--- src/rtl/regfile_dump_unit.sv ---
// regfile_dump_unit: snapshots a flat register file and streams
// (index, value) pairs over valid/ready, either in full or changed-only.
//
// Ports:
//   clk, rst          clock, synchronous active-high reset
//   regfile_flat      register i at [i*DATA_WIDTH +: DATA_WIDTH]
//   start, diff_mode  dump request (IDLE only) and its mode (1 = diff)
//   out_valid/ready   entry handshake; out_idx/out_data carry the entry
//   busy, done        busy in SCAN/DONE, one-cycle done pulse at the end
//   emit_count        entries emitted by the last completed dump
module regfile_dump_unit #(
    parameter int DATA_WIDTH = 32,
    parameter int NUM_REGS   = 32,
    parameter int SKIP_ZERO  = 1,
    parameter int IDX_WIDTH  = $clog2(NUM_REGS)
) (
    input  logic                           clk,
    input  logic                           rst,
    input  logic [NUM_REGS*DATA_WIDTH-1:0] regfile_flat,
    input  logic                           start,
    input  logic                           diff_mode,
    output logic                           out_valid,
    input  logic                           out_ready,
    output logic [IDX_WIDTH-1:0]           out_idx,
    output logic [DATA_WIDTH-1:0]          out_data,
    output logic                           busy,
    output logic                           done,
    output logic [IDX_WIDTH:0]             emit_count
);

    typedef enum logic [1:0] {
        S_IDLE,
        S_SCAN,
        S_DONE
    } state_t;

    localparam logic [IDX_WIDTH-1:0] LP_FIRST =
        (SKIP_ZERO != 0) ? IDX_WIDTH'(1) : '0;
    localparam logic [IDX_WIDTH-1:0] LP_LAST =
        IDX_WIDTH'(NUM_REGS - 1);

    state_t                  r_state;
    state_t                  w_next;
    logic [DATA_WIDTH-1:0]   r_snap [NUM_REGS];
    logic [DATA_WIDTH-1:0]   r_prev [NUM_REGS];
    logic                    r_mode;
    logic [IDX_WIDTH-1:0]    r_ptr;
    logic [IDX_WIDTH:0]      r_cnt;
    logic [IDX_WIDTH:0]      r_emit_count;

    logic                    w_start_ok;
    logic                    w_elig;
    logic                    w_fire;
    logic                    w_step;
    logic                    w_last;

    // Full dump emits every entry; diff dump only entries that changed
    // between the previous snapshot and this one.
    assign w_elig     = !r_mode || (r_snap[r_ptr] != r_prev[r_ptr]);
    assign w_start_ok = (r_state == S_IDLE) && start;
    assign w_fire     = out_valid && out_ready;
    // An ineligible entry is skipped in one cycle; an eligible entry
    // is held until the consumer takes it.
    assign w_step     = (r_state == S_SCAN) && (!w_elig || out_ready);
    assign w_last     = (r_ptr == LP_LAST);

    // State register
    always_ff @(posedge clk) begin
        if (rst) begin
            r_state <= S_IDLE;
        end else begin
            r_state <= w_next;
        end
    end

    // Next-state logic
    always_comb begin
        w_next = r_state;
        unique case (r_state)
            S_IDLE: begin
                if (start) begin
                    w_next = S_SCAN;
                end
            end
            S_SCAN: begin
                if (w_step && w_last) begin
                    w_next = S_DONE;
                end
            end
            S_DONE: begin
                w_next = S_IDLE;
            end
            default: begin
                w_next = S_IDLE;
            end
        endcase
    end

    // Output logic
    always_comb begin
        out_valid = 1'b0;
        busy      = 1'b0;
        done      = 1'b0;
        unique case (r_state)
            S_IDLE: begin
                out_valid = 1'b0;
            end
            S_SCAN: begin
                out_valid = w_elig;
                busy      = 1'b1;
            end
            S_DONE: begin
                busy = 1'b1;
                done = 1'b1;
            end
            default: begin
                out_valid = 1'b0;
            end
        endcase
    end

    assign out_idx    = r_ptr;
    assign out_data   = r_snap[r_ptr];
    assign emit_count = r_emit_count;

    // Snapshot storage, scan pointer and counters
    always_ff @(posedge clk) begin
        if (rst) begin
            for (int i = 0; i < NUM_REGS; i++) begin
                r_snap[i] <= '0;
                r_prev[i] <= '0;
            end
            r_mode       <= 1'b0;
            r_ptr        <= '0;
            r_cnt        <= '0;
            r_emit_count <= '0;
        end else begin
            if (w_start_ok) begin
                // Old snapshot becomes the diff reference.
                for (int i = 0; i < NUM_REGS; i++) begin
                    r_prev[i] <= r_snap[i];
                    r_snap[i] <= regfile_flat[i*DATA_WIDTH +: DATA_WIDTH];
                end
                r_mode <= diff_mode;
                r_ptr  <= LP_FIRST;
                r_cnt  <= '0;
            end
            if (w_fire) begin
                r_cnt <= r_cnt + 1'b1;
            end
            if (w_step && !w_last) begin
                r_ptr <= r_ptr + 1'b1;
            end
            if (r_state == S_DONE) begin
                r_emit_count <= r_cnt;
            end
        end
    end

endmodule

--- config.mk ---
export PLATFORM = sky130hd
export DESIGN_NAME = regfile_dump_unit
export DESIGN_NICKNAME = d
export VERILOG_FILES = /design/src/rtl/regfile_dump_unit.sv
export SDC_FILE = /design/constraint.sdc
export NUM_CORES = 2
export LEC_CHECK = 0
export CAP_MARGIN = 15
export CORE_MARGIN = 2
export CORE_UTILIZATION = 30
export DETAILED_ROUTE_END_ITERATION = 6
export MAX_ROUTING_LAYER = met4
export SYNTH_ARGS = -nofsm -noshare
export SYNTH_HDL_FRONTEND = slang
export SYNTH_SLANG_ARGS = --single-unit
--- constraint.sdc ---
create_clock -name clk -period 77.8 [get_ports clk]
set_clock_uncertainty 0.1 [all_clocks]
set_input_delay 19.45 -clock clk [delete_from_list [all_inputs] [get_ports clk]]
set_output_delay 19.45 -clock clk [all_outputs]
set_load 0.01 [all_outputs]
==> results.json <==
{
  "critPathLaunchType": "flip-flop",
  "grt_pass1_vias": 59200,
  "fin_crit_ps": 27540,
  "cts_hold_buf": 0,
  "dieArea_mm2": 0.317,
  "slowest_delay_ps": 750,
  "tritoncts": "yes",
  "fp.dieH_um": 563,
  "syn-num-nets": 7009,
  "max_slew_margin_pct": 5.42,
  "drtIter0Drc": 8304,
  "yosysSeqAreaShare_pct": 66.1,
  "critPathRequiredTime_ps": 58250,
  "nNetsFinal": 7899,
  "yosys_register_bits": 2073,
  "wl_per_cell_um": 36.1,
  "hold_viol": 0,
  "crit_top_cell": "buf_4",
  "antenna_found_initial": 242,
  "async_flop_share_pct": 0,
  "num_vias": 60700,
  "port_buffers": 1074,
  "slowest_stage": "buf_4",
  "fin_tns_setup_ps": 0,
  "yosys_most_used_dff": "edfxtp_1",
  "hold_path_class": "reg -> reg",
  "htree_levels": 4,
  "clock_sinks": 2073,
  "pre_cts_ws_ps": 51280,
  "cts_resized": 0,
  "max_freq_mhz": 36.3,
  "vias_per_cell": 5.33,
  "maxSlewViolCount": 0,
  "synthCells": 5972,
  "ant_nets": 0,
  "drc": 0,
  "start_util_pct": 30.1,
  "ioPinCount": 1075,
  "post-cts-setup-buffers": 0,
  "grt_overflow": 0,
  "cap_viol_max_count": 0,
  "yosysTopAreaCell": "edfxtp_1",
  "synth.distinct_cells": 60,
  "clk_latency_ps": 910,
  "setup_ws_ps": 50260,
  "fp-row-count": 205,
  "syn_avg_cell_area_um2": 15.7,
  "drt_wl_total_mm": 411,
  "tritoncts.num_buffers": 229,
  "place_congestion": 1.01,
  "synth.area.top_cells": "edfxtp_1 (66%), mux4_2 (10%), and3_1 (7.6%)",
  "groute.usage.overall_pct": 26.0,
  "clk_pin_slew_ps": 60,
  "crit_arrival_ps": 7990,
  "path_max_fanout": 51,
  "grt_max_degree": 318,
  "timing.final.crit_share_pct": 35.4,
  "dr.pass1.iters": 6,
  "worstPathCellList": "buf_4, buf_4, buf_4, mux4_2, a22oi_1, nand4_1, xor2_1, nor2_1, nor4b_1, nand4_2, and2_4, clkdlybuf4s50_1",
  "status": "finished, final reports clean",
  "grt_pass1_wl_mm": 538,
  "worst_setup_path_end_kind": "output pin",
  "area_growth_pct": 24.0,
  "dpl.hpwl_mm": 313,
  "powerDensity_mw_per_mm2": 30.2,
  "rsz0062_at_grt": "no",
  "p_leak_nw": 44.0,
  "drive_gt1_share_pct": 13.5,
  "vdd_drop_max_mv": 0.0218,
  "die_x_um": 563,
  "setup_violations": 0,
  "clockBufferDepth": 4,
  "worst-setup-path-type": "reg -> out",
  "core-area_mm2": 0.311,
  "root_buffer": "clkbuf_16",
  "synth_top_area_share_pct": 65.6,
  "yosys_warnings": 0,
  "synth-edff-count": 2048,
  "syn_area_mm2": 0.0938,
  "tightestPinTransition_ps": 1380
}
state kept, by name (all words and copies together), names as in the netlist, named ones only:
name,count
r_prev,1024
r_state,2
emit_count,6
r_snap,1024
r_mode,1
r_cnt,6
out_idx,5
critical path: cells and delay by family (launching register included):
| family | cells | cell delay [ps] |
|---|---|---|
| AO/OA/AOI/OAI | 1 | 680 |
| XOR/XNOR | 1 | 250 |
| buffers and inverters | 4 | 2650 |
| flip-flops | 1 | 620 |
| multiplexers | 1 | 470 |
| AND/OR/NAND/NOR | 5 | 2100 |
per-layer routing:
layer | track usage [%] | vias to the layer above | wire length (um)
met1 | 33.5 | 31700 | 169000
met4 | 12.5 | 0 | 21600
li1 | - | 25200 | -
met3 | 8.14 | 585 | 42500
met2 | 37.0 | 3228 | 178000
met5 | - | - | 0
metrics by stage:
| step | cells | area, um2 | utilization, % | total power, mW | hold slack (ps) |
|---|---|---|---|---|---|
| floorplan | 5972 | 93800 | - | 2.37 | 337 |
| global placement | 10800 | 108000 | 34.8 | 2.43 | 382 |
| detailed placement | 10800 | 108000 | 34.8 | 2.43 | 386 |
| CTS | 11200 | 116000 | 37.2 | 3.53 | 401 |
| global route | 11300 | 116000 | 37.3 | 3.61 | 438 |
| finish | 11400 | 116000 | 37.4 | 3.52 | 397 |
synth_stat cells (15+ instances only):
cell,instances
buf_2,64
xnor2_1,26
buf_1,26
and2_1,33
inv_1,17
dfxtp_1,25
o22ai_1,48
buf_4,28
buf_6,25
mux2i_1,229
mux2_2,32
clkbuf_1,390
nand4_1,20
nand2_1,92
a22o_1,15
nor2b_1,914
edfxtp_1,2048
xor2_1,16
and3_1,1136
a22oi_1,99
mux4_2,429
a221oi_1,26
nor2_1,35
nand3_1,41
placed cells by master (no fill, tap or decap), drive strengths merged, types with 8 or more instances in the layout:
cell / Yosys / final
clkdlybuf4s50: 0 / 1073
nand2: 92 / 92
nor4: 8 / 8
a31oi: 10 / 10
o221ai: 9 / 9
mux4: 435 / 435
inv: 19 / 24
a211oi: 10 / 10
and3: 1136 / 1136
a22o: 15 / 15
nand3: 41 / 41
and2: 34 / 34
buf: 151 / 127
nor2b: 914 / 914
bufinv: 0 / 22
a21oi: 14 / 14
dfxtp: 25 / 25
mux2: 32 / 32
edfxtp: 2048 / 2048
clkbuf: 390 / 266
nor2: 35 / 35
clkinv: 0 / 111
mux2i: 229 / 229
o21ai: 13 / 13
a221oi: 30 / 30
diode: 0 / 202
xor2: 16 / 16
xnor2: 26 / 26
nand4: 21 / 21
nand2b: 9 / 9
clkinvlp: 0 / 10
ha: 8 / 8
o22ai: 48 / 48
a22oi: 99 / 99
where the power goes:
group | leakage, nW | switching, mW | internal [mW]
sequential | 22.3 | 0.123 | 1.51
clock | 3.58 | 0.476 | 0.616
combinational | 18.2 | 0.504 | 0.285
total | 44.0 | 1.10 | 2.41
logic make-up after synthesis:
| logic type | share of synthesized area [%] |
|---|---|
| and+or+nand+nor | 15.1 |
| muxes | 13.3 |
| xor gates and xnor gates | 0.392 |
| DFF | 66.1 |
| adders and majority gates | 0.107 |
| AOI/OAI and AO/OA | 2.25 |
| buffers and inverters | 2.77 |
layout make-up:
| type | instances | area [um2] |
|---|---|---|
| inverters | 19 | 91.3 |
| clock buffers | 266 | 5890 |
| flip-flops and latches | 2073 | 62000 |
| multi-input cells | 3339 | 29300 |
| well taps | 4140 | 5180 |
| diodes | 202 | 505 |
| repair buffers | 1200 | 11800 |
| clock inverters | 148 | 1510 |
| fillers | 29300 | 195000 |
worst paths after layout:
path / cells past startpoint / to / slack, ps / startpoint
max reg2reg: 13 / flip-flop / 70240 / flip-flop
min reg2reg: 2 / emit_count[3] / 400 / emit_count[3]
max: 12 / out_valid / 50260 / flip-flop
min: 2 / emit_count[3] / 400 / emit_count[3]
Note: power is estimated with default switching activity, not from simulation.
